===== config.mk =====
export PLATFORM = sky130hd
export DESIGN_NAME = otp_readout_seq
export DESIGN_NICKNAME = d
export VERILOG_FILES = /design/src/rtl/otp_readout_seq.sv
export SDC_FILE = /design/constraint.sdc
export NUM_CORES = 1
export LEC_CHECK = 0
export BUFFER_PORTS_ARGS = -buffer_cell sky130_fd_sc_hd__buf_2
export CAP_MARGIN = 20
export CORE_UTILIZATION = 50
export DETAILED_ROUTE_END_ITERATION = 10
export GPL_TIMING_DRIVEN = 0
export PLACE_DENSITY = 0.87
export SETUP_SLACK_MARGIN = 0.1
export SLEW_MARGIN = 15
export SYNTH_ARGS = -nofsm -noshare
export SYNTH_HDL_FRONTEND = slang
export SYNTH_SLANG_ARGS = --single-unit

===== constraint.sdc =====
create_clock -name clk_i -period 5.9 [get_ports clk_i]
set_input_delay 0.295 -clock clk_i [delete_from_list [all_inputs] [get_ports clk_i]]
set_output_delay 0.295 -clock clk_i [all_outputs]
set_load 0.01 [all_outputs]

===== src/rtl/otp_readout_seq.sv =====
// Power-up readout engine for the OTP macro: one Init, then NumBeats Read commands,
// each returned beat handed to a consumer over valid/ready. Never issues writes.

package otp_ctrl_pkg;
    parameter int OtpCmdWidth = 2;
    parameter int OtpErrWidth = 3;

    typedef enum logic [OtpCmdWidth-1:0] {
        OtpRead  = 2'b00,
        OtpWrite = 2'b01,
        OtpInit  = 2'b11
    } cmd_e;

    typedef enum logic [OtpErrWidth-1:0] {
        NoErr            = 3'h0,
        OtpCmdInvErr     = 3'h1,
        OtpInitErr       = 3'h2,
        OtpReadErr       = 3'h3,
        OtpReadUncorrErr = 3'h4,
        OtpReadCorrErr   = 3'h5,
        OtpWriteBlankErr = 3'h6,
        OtpWriteErr      = 3'h7
    } err_e;
endpackage

module otp_readout_seq
    import otp_ctrl_pkg::*;
#(
    parameter int Width         = 16,
    parameter int SizeWidth     = 2,
    parameter int AddrWidth     = 10,
    parameter int CmdWidth      = OtpCmdWidth,
    parameter int ErrWidth      = OtpErrWidth,
    parameter int NumBeats      = 8,
    parameter int ReadSize      = 3,
    parameter int BaseAddr      = 0,
    parameter int TimeoutCycles = 1024,
    localparam int IfWidth      = (2**SizeWidth) * Width,
    localparam int IdxWidth     = (NumBeats > 1) ? $clog2(NumBeats) : 1
) (
    input  logic                 clk_i,
    input  logic                 rst_ni,
    input  logic                 start_i,
    output logic                 busy_o,
    output logic                 done_o,
    output logic [ErrWidth-1:0]  err_o,
    output logic                 timeout_o,
    input  logic                 otp_ready_i,
    output logic                 otp_valid_o,
    output logic [SizeWidth-1:0] otp_size_o,
    output logic [CmdWidth-1:0]  otp_cmd_o,
    output logic [AddrWidth-1:0] otp_addr_o,
    output logic [IfWidth-1:0]   otp_wdata_o,
    input  logic                 otp_valid_i,
    input  logic [IfWidth-1:0]   otp_rdata_i,
    input  logic [ErrWidth-1:0]  otp_err_i,
    output logic                 data_valid_o,
    input  logic                 data_ready_i,
    output logic [IfWidth-1:0]   data_o,
    output logic [IdxWidth-1:0]  data_idx_o,
    output logic                 data_corr_o
);

    localparam int CntWidth = $clog2(TimeoutCycles + 1);

    if (NumBeats < 1 || TimeoutCycles < 2 ||
        BaseAddr + NumBeats * (ReadSize + 1) > 2**AddrWidth) begin : gen_param_check
        $error("otp_readout_seq: readout window or parameters out of range");
    end

    // Codewords of a [10,3,5] linear code: any two states differ in at least 5 bits.
    typedef enum logic [9:0] {
        IdleSt     = 10'b0000000000,
        InitReqSt  = 10'b0011010101,
        InitWaitSt = 10'b0100110011,
        ReadReqSt  = 10'b0111100110,
        ReadWaitSt = 10'b1000001111,
        PushSt     = 10'b1011011010,
        DoneSt     = 10'b1100111100,
        ErrorSt    = 10'b1111101001
    } state_e;

    state_e                state_q, state_d;
    logic [IdxWidth-1:0]   beat_q, beat_d;
    logic [CntWidth-1:0]   cnt_q, cnt_d;
    logic                  done_q, done_d;
    logic [ErrWidth-1:0]   err_q, err_d;
    logic                  timeout_q, timeout_d;
    logic [IfWidth-1:0]    data_q, data_d;
    logic [IdxWidth-1:0]   idx_q, idx_d;
    logic                  corr_q, corr_d;

    logic                  busy, cmd_valid, push_valid;
    logic [CmdWidth-1:0]   cmd;
    logic [AddrWidth-1:0]  addr;
    logic [AddrWidth-1:0]  read_addr;
    logic [CntWidth-1:0]   cnt_inc;

    assign read_addr = AddrWidth'(BaseAddr) + AddrWidth'(beat_q) * AddrWidth'(ReadSize + 1);
    assign cnt_inc   = cnt_q + CntWidth'(1);

    always_comb begin
        // NOTE: every signal gets a default before the case so no path can infer a latch.
        state_d    = state_q;
        beat_d     = beat_q;
        cnt_d      = '0;
        done_d     = done_q;
        err_d      = err_q;
        timeout_d  = timeout_q;
        data_d     = data_q;
        idx_d      = idx_q;
        corr_d     = corr_q;
        busy       = 1'b0;
        cmd_valid  = 1'b0;
        push_valid = 1'b0;
        cmd        = '0;
        addr       = '0;

        unique case (state_q)
            IdleSt: begin
                if (start_i) state_d = InitReqSt;
            end
            InitReqSt: begin
                busy      = 1'b1;
                cmd_valid = 1'b1;
                cmd       = CmdWidth'(OtpInit);
                if (otp_ready_i) state_d = InitWaitSt;
            end
            ReadReqSt: begin
                busy      = 1'b1;
                cmd_valid = 1'b1;
                cmd       = CmdWidth'(OtpRead);
                addr      = read_addr;
                if (otp_ready_i) state_d = ReadWaitSt;
            end
            InitWaitSt, ReadWaitSt: begin
                busy = 1'b1;
                // A response in the expiry cycle takes priority over the watchdog.
                if (otp_valid_i) begin
                    if (state_q == InitWaitSt) begin
                        if (otp_err_i == ErrWidth'(NoErr)) begin
                            state_d = ReadReqSt;
                        end else begin
                            err_d   = otp_err_i;
                            state_d = ErrorSt;
                        end
                    end else if (otp_err_i == ErrWidth'(NoErr) ||
                                 otp_err_i == ErrWidth'(OtpReadCorrErr)) begin
                        data_d  = otp_rdata_i;
                        corr_d  = (otp_err_i == ErrWidth'(OtpReadCorrErr));
                        idx_d   = beat_q;
                        state_d = PushSt;
                    end else begin
                        err_d   = otp_err_i;
                        state_d = ErrorSt;
                    end
                end else if (cnt_inc == CntWidth'(TimeoutCycles)) begin
                    timeout_d = 1'b1;
                    state_d   = ErrorSt;
                end else begin
                    cnt_d = cnt_inc;
                end
            end
            PushSt: begin
                busy       = 1'b1;
                push_valid = 1'b1;
                if (data_ready_i) begin
                    if (beat_q == IdxWidth'(NumBeats - 1)) begin
                        done_d  = 1'b1;
                        state_d = DoneSt;
                    end else begin
                        beat_d  = beat_q + IdxWidth'(1);
                        state_d = ReadReqSt;
                    end
                end
            end
            DoneSt, ErrorSt: begin
            end
            default: begin
                err_d   = ErrWidth'(OtpCmdInvErr);
                state_d = ErrorSt;
            end
        endcase
    end

    always_ff @(posedge clk_i) begin
        // NOTE: state registers take non-blocking assignments so every flop samples pre-edge values.
        if (!rst_ni) begin
            state_q   <= IdleSt;
            beat_q    <= '0;
            cnt_q     <= '0;
            done_q    <= 1'b0;
            err_q     <= ErrWidth'(NoErr);
            timeout_q <= 1'b0;
            data_q    <= '0;
            idx_q     <= '0;
            corr_q    <= 1'b0;
        end else begin
            state_q   <= state_d;
            beat_q    <= beat_d;
            cnt_q     <= cnt_d;
            done_q    <= done_d;
            err_q     <= err_d;
            timeout_q <= timeout_d;
            data_q    <= data_d;
            idx_q     <= idx_d;
            corr_q    <= corr_d;
        end
    end

    assign busy_o       = busy;
    assign done_o       = done_q;
    assign err_o        = err_q;
    assign timeout_o    = timeout_q;
    assign otp_valid_o  = cmd_valid;
    assign otp_size_o   = SizeWidth'(ReadSize);
    assign otp_cmd_o    = cmd;
    assign otp_addr_o   = addr;
    assign otp_wdata_o  = '0;
    assign data_valid_o = push_valid;
    assign data_o       = data_q;
    assign data_idx_o   = idx_q;
    assign data_corr_o  = corr_q;

endmodule


# [After elaboration in Yosys (flattened, before gate mapping)]
# Cells that the tools add are included.
[word_totals] ff_bits=97 latch_bits=0 mem_bits_rw=0 mem_bits_ro=0 inputBits=73 output_inout_bits=154 mem_count=0
[classes] n_addsub=2 mul=0 n_div=0 n_lt_le_gt_ge=0 n_eq_ne=18 shifts=0 n_mux=21 bitwise_logic=7 n_reduce_logical=15
[ops] cell="two-way mux 10 bit" n=9
[ops] cell="one-hot mux 10 bit (6 select lines)" n=1
[ops] cell="equality test 10 bit, second input constant" n=4
[ops] cell="equality test 10 x 9 -> 1 bit, second input constant" n=2
[ops] cell="two-way mux 3 bit" n=4
[ops] cell="adder 11 x 1 -> 11 bit, second input constant" n=1
[ops] cell="equality test 11 bit, second input constant" n=1
[ops] cell="equality test 10 x 8 -> 1 bit, second input constant" n=1
[ops] cell="logical NOT 10 bit" n=1
[ops] cell="inequality test 2 bit, second input constant" n=5
[ops] cell="two-way mux 9 bit" n=1
[ops] cell="inequality test 3 bit, second input constant" n=3
[ops] cell="AND reduction 3 bit" n=3
[ops] cell="AND reduction 4 bit" n=2
[ops] cell="NOT 1 bit" n=7
[ops] cell="equality test 3 bit, second input constant" n=2
[ops] cell="one-hot mux 3 bit (2 select lines)" n=1
[ops] cell="AND reduction 6 bit" n=1
[ops] cell="OR reduction 2 bit" n=3
[ops] cell="OR reduction 6 bit" n=1
[ops] cell="two-way mux 5 bit" n=1
[ops] cell="OR reduction 5 bit" n=1
[ops] cell="OR reduction 4 bit" n=1
[ops] cell="adder 3 x 1 -> 3 bit, second input constant" n=1
[ops] cell="4 further kinds" n=6

# [Longest topological paths before layout]
[logic_depth] depth_word=6 depth_mapped=8 ltp_nobuf=7

# [Least setup slack after synthesis]
# OpenSTA, ideal clock, no wires.
[synth_timing] path_type="reg-to-reg" from="reg cnt_q[0]" to="reg state_q[2]" setup_ns=0.130 arrival_ns=1.944 path_slack_ns=3.826 path_stages_with_launch=7 n_path_buf=0 period_less_slack_ns=2.074 path_cell_list="dfxtp_1 > ha_1 > nand4_1 > or4b_4 > a221oi_4 > o2111ai_4 > mux2i_1"
[synth_via] elab_chain_len=4
[synth_rtl] item="from (decl)" line_no="85" source="logic [CntWidth-1:0] cnt_q, cnt_d;"
[synth_rtl] item="from (signal assigned)" line_no="201" source="cnt_q <= cnt_d;"
[synth_rtl] item="adder 11 x 1 -> 11 bit" line_no="100" source="assign cnt_inc = cnt_q + CntWidth'(1);"
[synth_rtl] item="equality test 11 bit" line_no="157" source="end else if (cnt_inc == CntWidth'(TimeoutCycles)) begin"
[synth_rtl] item="inequality test 3 bit (no source line)"
[synth_rtl] item="AND reduction 6 bit (no source line)"
[synth_rtl] item="to (signal assigned)" line_no="189" source="state_q <= IdleSt;"
[synth_rtl] item="to (signal assigned)" line_no="199" source="state_q <= state_d;"
[synth_rtl] item="to (decl)" line_no="83" source="state_e state_q, state_d;"
# No other way between the ends.
# A chain may end at the register's enable or synchronous reset.

# [Final worst setup path]
[layout_timing] from="reg state_q[4]" to="out otp_addr_o[4]"
[layout_via] elab_chain_len=2
[layout_rtl] item="equality test 10 x 9 -> 1 bit" line_no="119" source="unique case (state_q)"
[layout_rtl] item="two-way mux 5 bit" line_no="119"
[layout_rtl] item="to (decl)" line_no="52" source="output logic [AddrWidth-1:0] otp_addr_o,"
# No other way between the ends.

==> impl_metrics.yaml <==
run_status:
  status: "finished clean"
sta:
  post-route-min-period_ns: 2.46
  setup_viol: 0
  setup_tns_ns: 0
  rsz0062_at_grt: "false"
  min_period_over_period: 0.416
  slew_viol_final: 0
  finalHoldViolations: 0
  worstMarginPinSlew_ns: 0.879
  slew_headroom: 0.406
  fmax_mhz: 407
  fin_skew_ns: 0.0156
worst_hold_path:
  hold_end: "data_o[52]$_SDFFE_PN0P_"
  min_path_type: "in2reg"
  hold_depth: 3
  worstHoldStart: "otp_rdata_i[52]"
route:
  first_pass_iters: 4
  wire_per_inst_um: 12.5
  routed-via-count: 4360
  drc_errors: 0
  vias_per_cell: 4.80
  wl_met2_um: 5720
  top_layer_used: "met4"
  wirelength_met1_um: 4410
  ant_nets: 0
  dr_wl_met3_um: 933
  routed_wl_um: 11300
  initialDrtViolationCount: 181
cts:
  ctsResizeCount: 0
  ctsHoldBuffers: 0
  clk_pin_slew_ns: 0.11
  clockRootBuffer: "clkbuf_8"
  cts_made_buffers: 9
  clkLatencyLatePin_ns: 0.37
  clock-sinks: 94
  htreeDepth: 3
  post_cts_buffers: 0
  cts_tree: "yes"
  cts_buffer_depth: 2
setup_path:
  r2r-end: "err_o[1]$_SDFFE_PN0P_"
  critPathArrivalTime_ns: 2.16
  crit_path_max_fanout: 10
  cp.required_ns: 5.61
  critical_path_class: "reg2out"
  crit_path_end_kind: "primary output"
  cp-start-kind: "flip-flop"
  ff2ff_setup_slack_ns: 3.52
  reg2reg_from: "state_q[2]$_SDFFE_PN0P_"
  r2r_cells: 6
yosys:
  syn_inst: 562
  synth.distinct_cells: 50
  synthArstFlopShare: 0
  ys_seq_area_frac: 0.418
  synth_seq_cells: 94
  synth.cell_area_um2: 4510
  ys_warn_count: 0
  avgSynthCellArea_um2: 8.02
  ys.flop_type: "dfxtp_1"
  synth_edf_count: 0
floorplanning:
  fp.dieW_um: 96.9
  initial_core_util: 0.517
  ios: 227
  dieArea_um2: 9390
  core_area_um2: 8720
  row_count: 34
  die_h_um: 96.9
layout:
  seq_area_um2: 1880
  fin_cells: 909
  finalNetCount: 872
  area_delta_synth_final_pct: 30.0
  diodes: 0
  final_cell_mix: "buf_2, nand2_1, dfxtp_1"
  drive_gt1_frac: 0.322
  fin_area_um2: 5860
  multiInputGateArea_um2: 2180
  layout_commonest_cell: "buf_2"
  fillCellCount: 726
power_and_ir_drop:
  p_per_area_nw_per_um2: 201
  power.total_uw: 1180
  peakVddDrop_mv: 0.143
  p_leak_uw: 0.00279
grt:
  overflow: 0
  grt_pass1_wl_um: 18600
  first_global_vias: 4161
  antenna_found_initial: 0
  grt_max_degree: 19
  grt_usage: 0.241
place:
  port_buffers: 152
  gpl.final_weighted_congestion: 0.876
  dp_hpwl_um: 8840
  dp_cells: 893
  place_area_um2: 5670
flow_run:
  maxCapViolCount: 0
-- worst max-delay path, cell delays in order, from the launching register on --
cell and delay [ns]:
dfxtp_1 0.31, clkbuf_1 0.20, nor4b_1 0.42, and4_1 0.23
clkbuf_1 0.32, and2_1 0.18, buf_2 0.14
-- cell families after synthesis --
family,share of synthesized area
muxes,0.0244
AOI/OAI and AO/OA,0.134
adders and majority gates,0.00833
other,0.00167
DFF,0.418
buffers and inverters,0.159
and+or+nand+nor,0.228
xor gates and xnor gates,0.0272
-- routing by layer --
metal	vias to the layer above	global-route usage
met5	-	0
met3	24	0.0636
met1	1942	0.267
met4	0	0.102
met2	206	0.432
li1	2188	-
-- through the flow --
step | setup WS, ns | utilization | hold WS, ns
after floorplan | 3.83 | - | 0.430
after detailed placement | 3.53 | 0.650 | 0.441
after global routing | 3.28 | 0.672 | 0.141
final | 3.44 | 0.672 | 0.151
after global placement | 3.60 | 0.650 | 0.435
after CTS | 3.46 | 0.672 | 0.142
-- state kept, by name, indices dropped and copies added, names as in the netlist --
signal       cells
data_o          64
data_idx_o       3
timeout_o        1
err_o            3
state_q          7
done_o           1
beat_q           3
cnt_q           11
data_corr_o      1
-- layout make-up --
cell class / instances / area share
buffer: 108 / 0.118
clock buffer: 9 / 0.0211
clock inverter: 7 / 0.0115
inverter: 6 / 0.00384
multi-input combinational: 425 / 0.371
sequential: 94 / 0.321
tap: 108 / 0.0231
timing repair buffer: 152 / 0.130
-- where the power goes --
group	internal [uW]	total, uW	switching [uW]
logic	62.3	124	61.3
clock network	164	414	250
registers	638	643	4.54
-- synthesized netlist by cell type (6+ instances only) --
cell	number	area, um2
a21oi_1	70	350
buf_4	75	563
clkbuf_1	29	109
dfxtp_1	94	1880
inv_1	6	22.5
mux2i_1	11	110
nand2_1	155	582
nand3_1	10	50.1
nor2_1	23	86.3
nor4_1	6	37.5
o21ai_0	6	30.0
xnor2_1	10	87.6
-- worst max path at each step --
stage                     slack, ns  cells after the start                      end                    start
after global routing           3.28                      6            otp_addr_o[4]  state_q[4]$_SDFFE_PN0P_
after CTS                      3.46                      6            otp_addr_o[2]  state_q[4]$_SDFFE_PN0P_
final                          3.44                      6            otp_addr_o[4]  state_q[4]$_SDFFE_PN0P_
after global placement         3.60                      7  data_o[18]$_SDFFE_PN0P_  state_q[8]$_SDFFE_PN0P_
after floorplan                3.83                      6  state_q[2]$_SDFFE_PN0P_      cnt_q[0]$_SDFF_PP0_
after detailed placement       3.53                      7  data_o[11]$_SDFFE_PN0P_  state_q[8]$_SDFFE_PN0P_
Power figures use the tool's default switching activity.
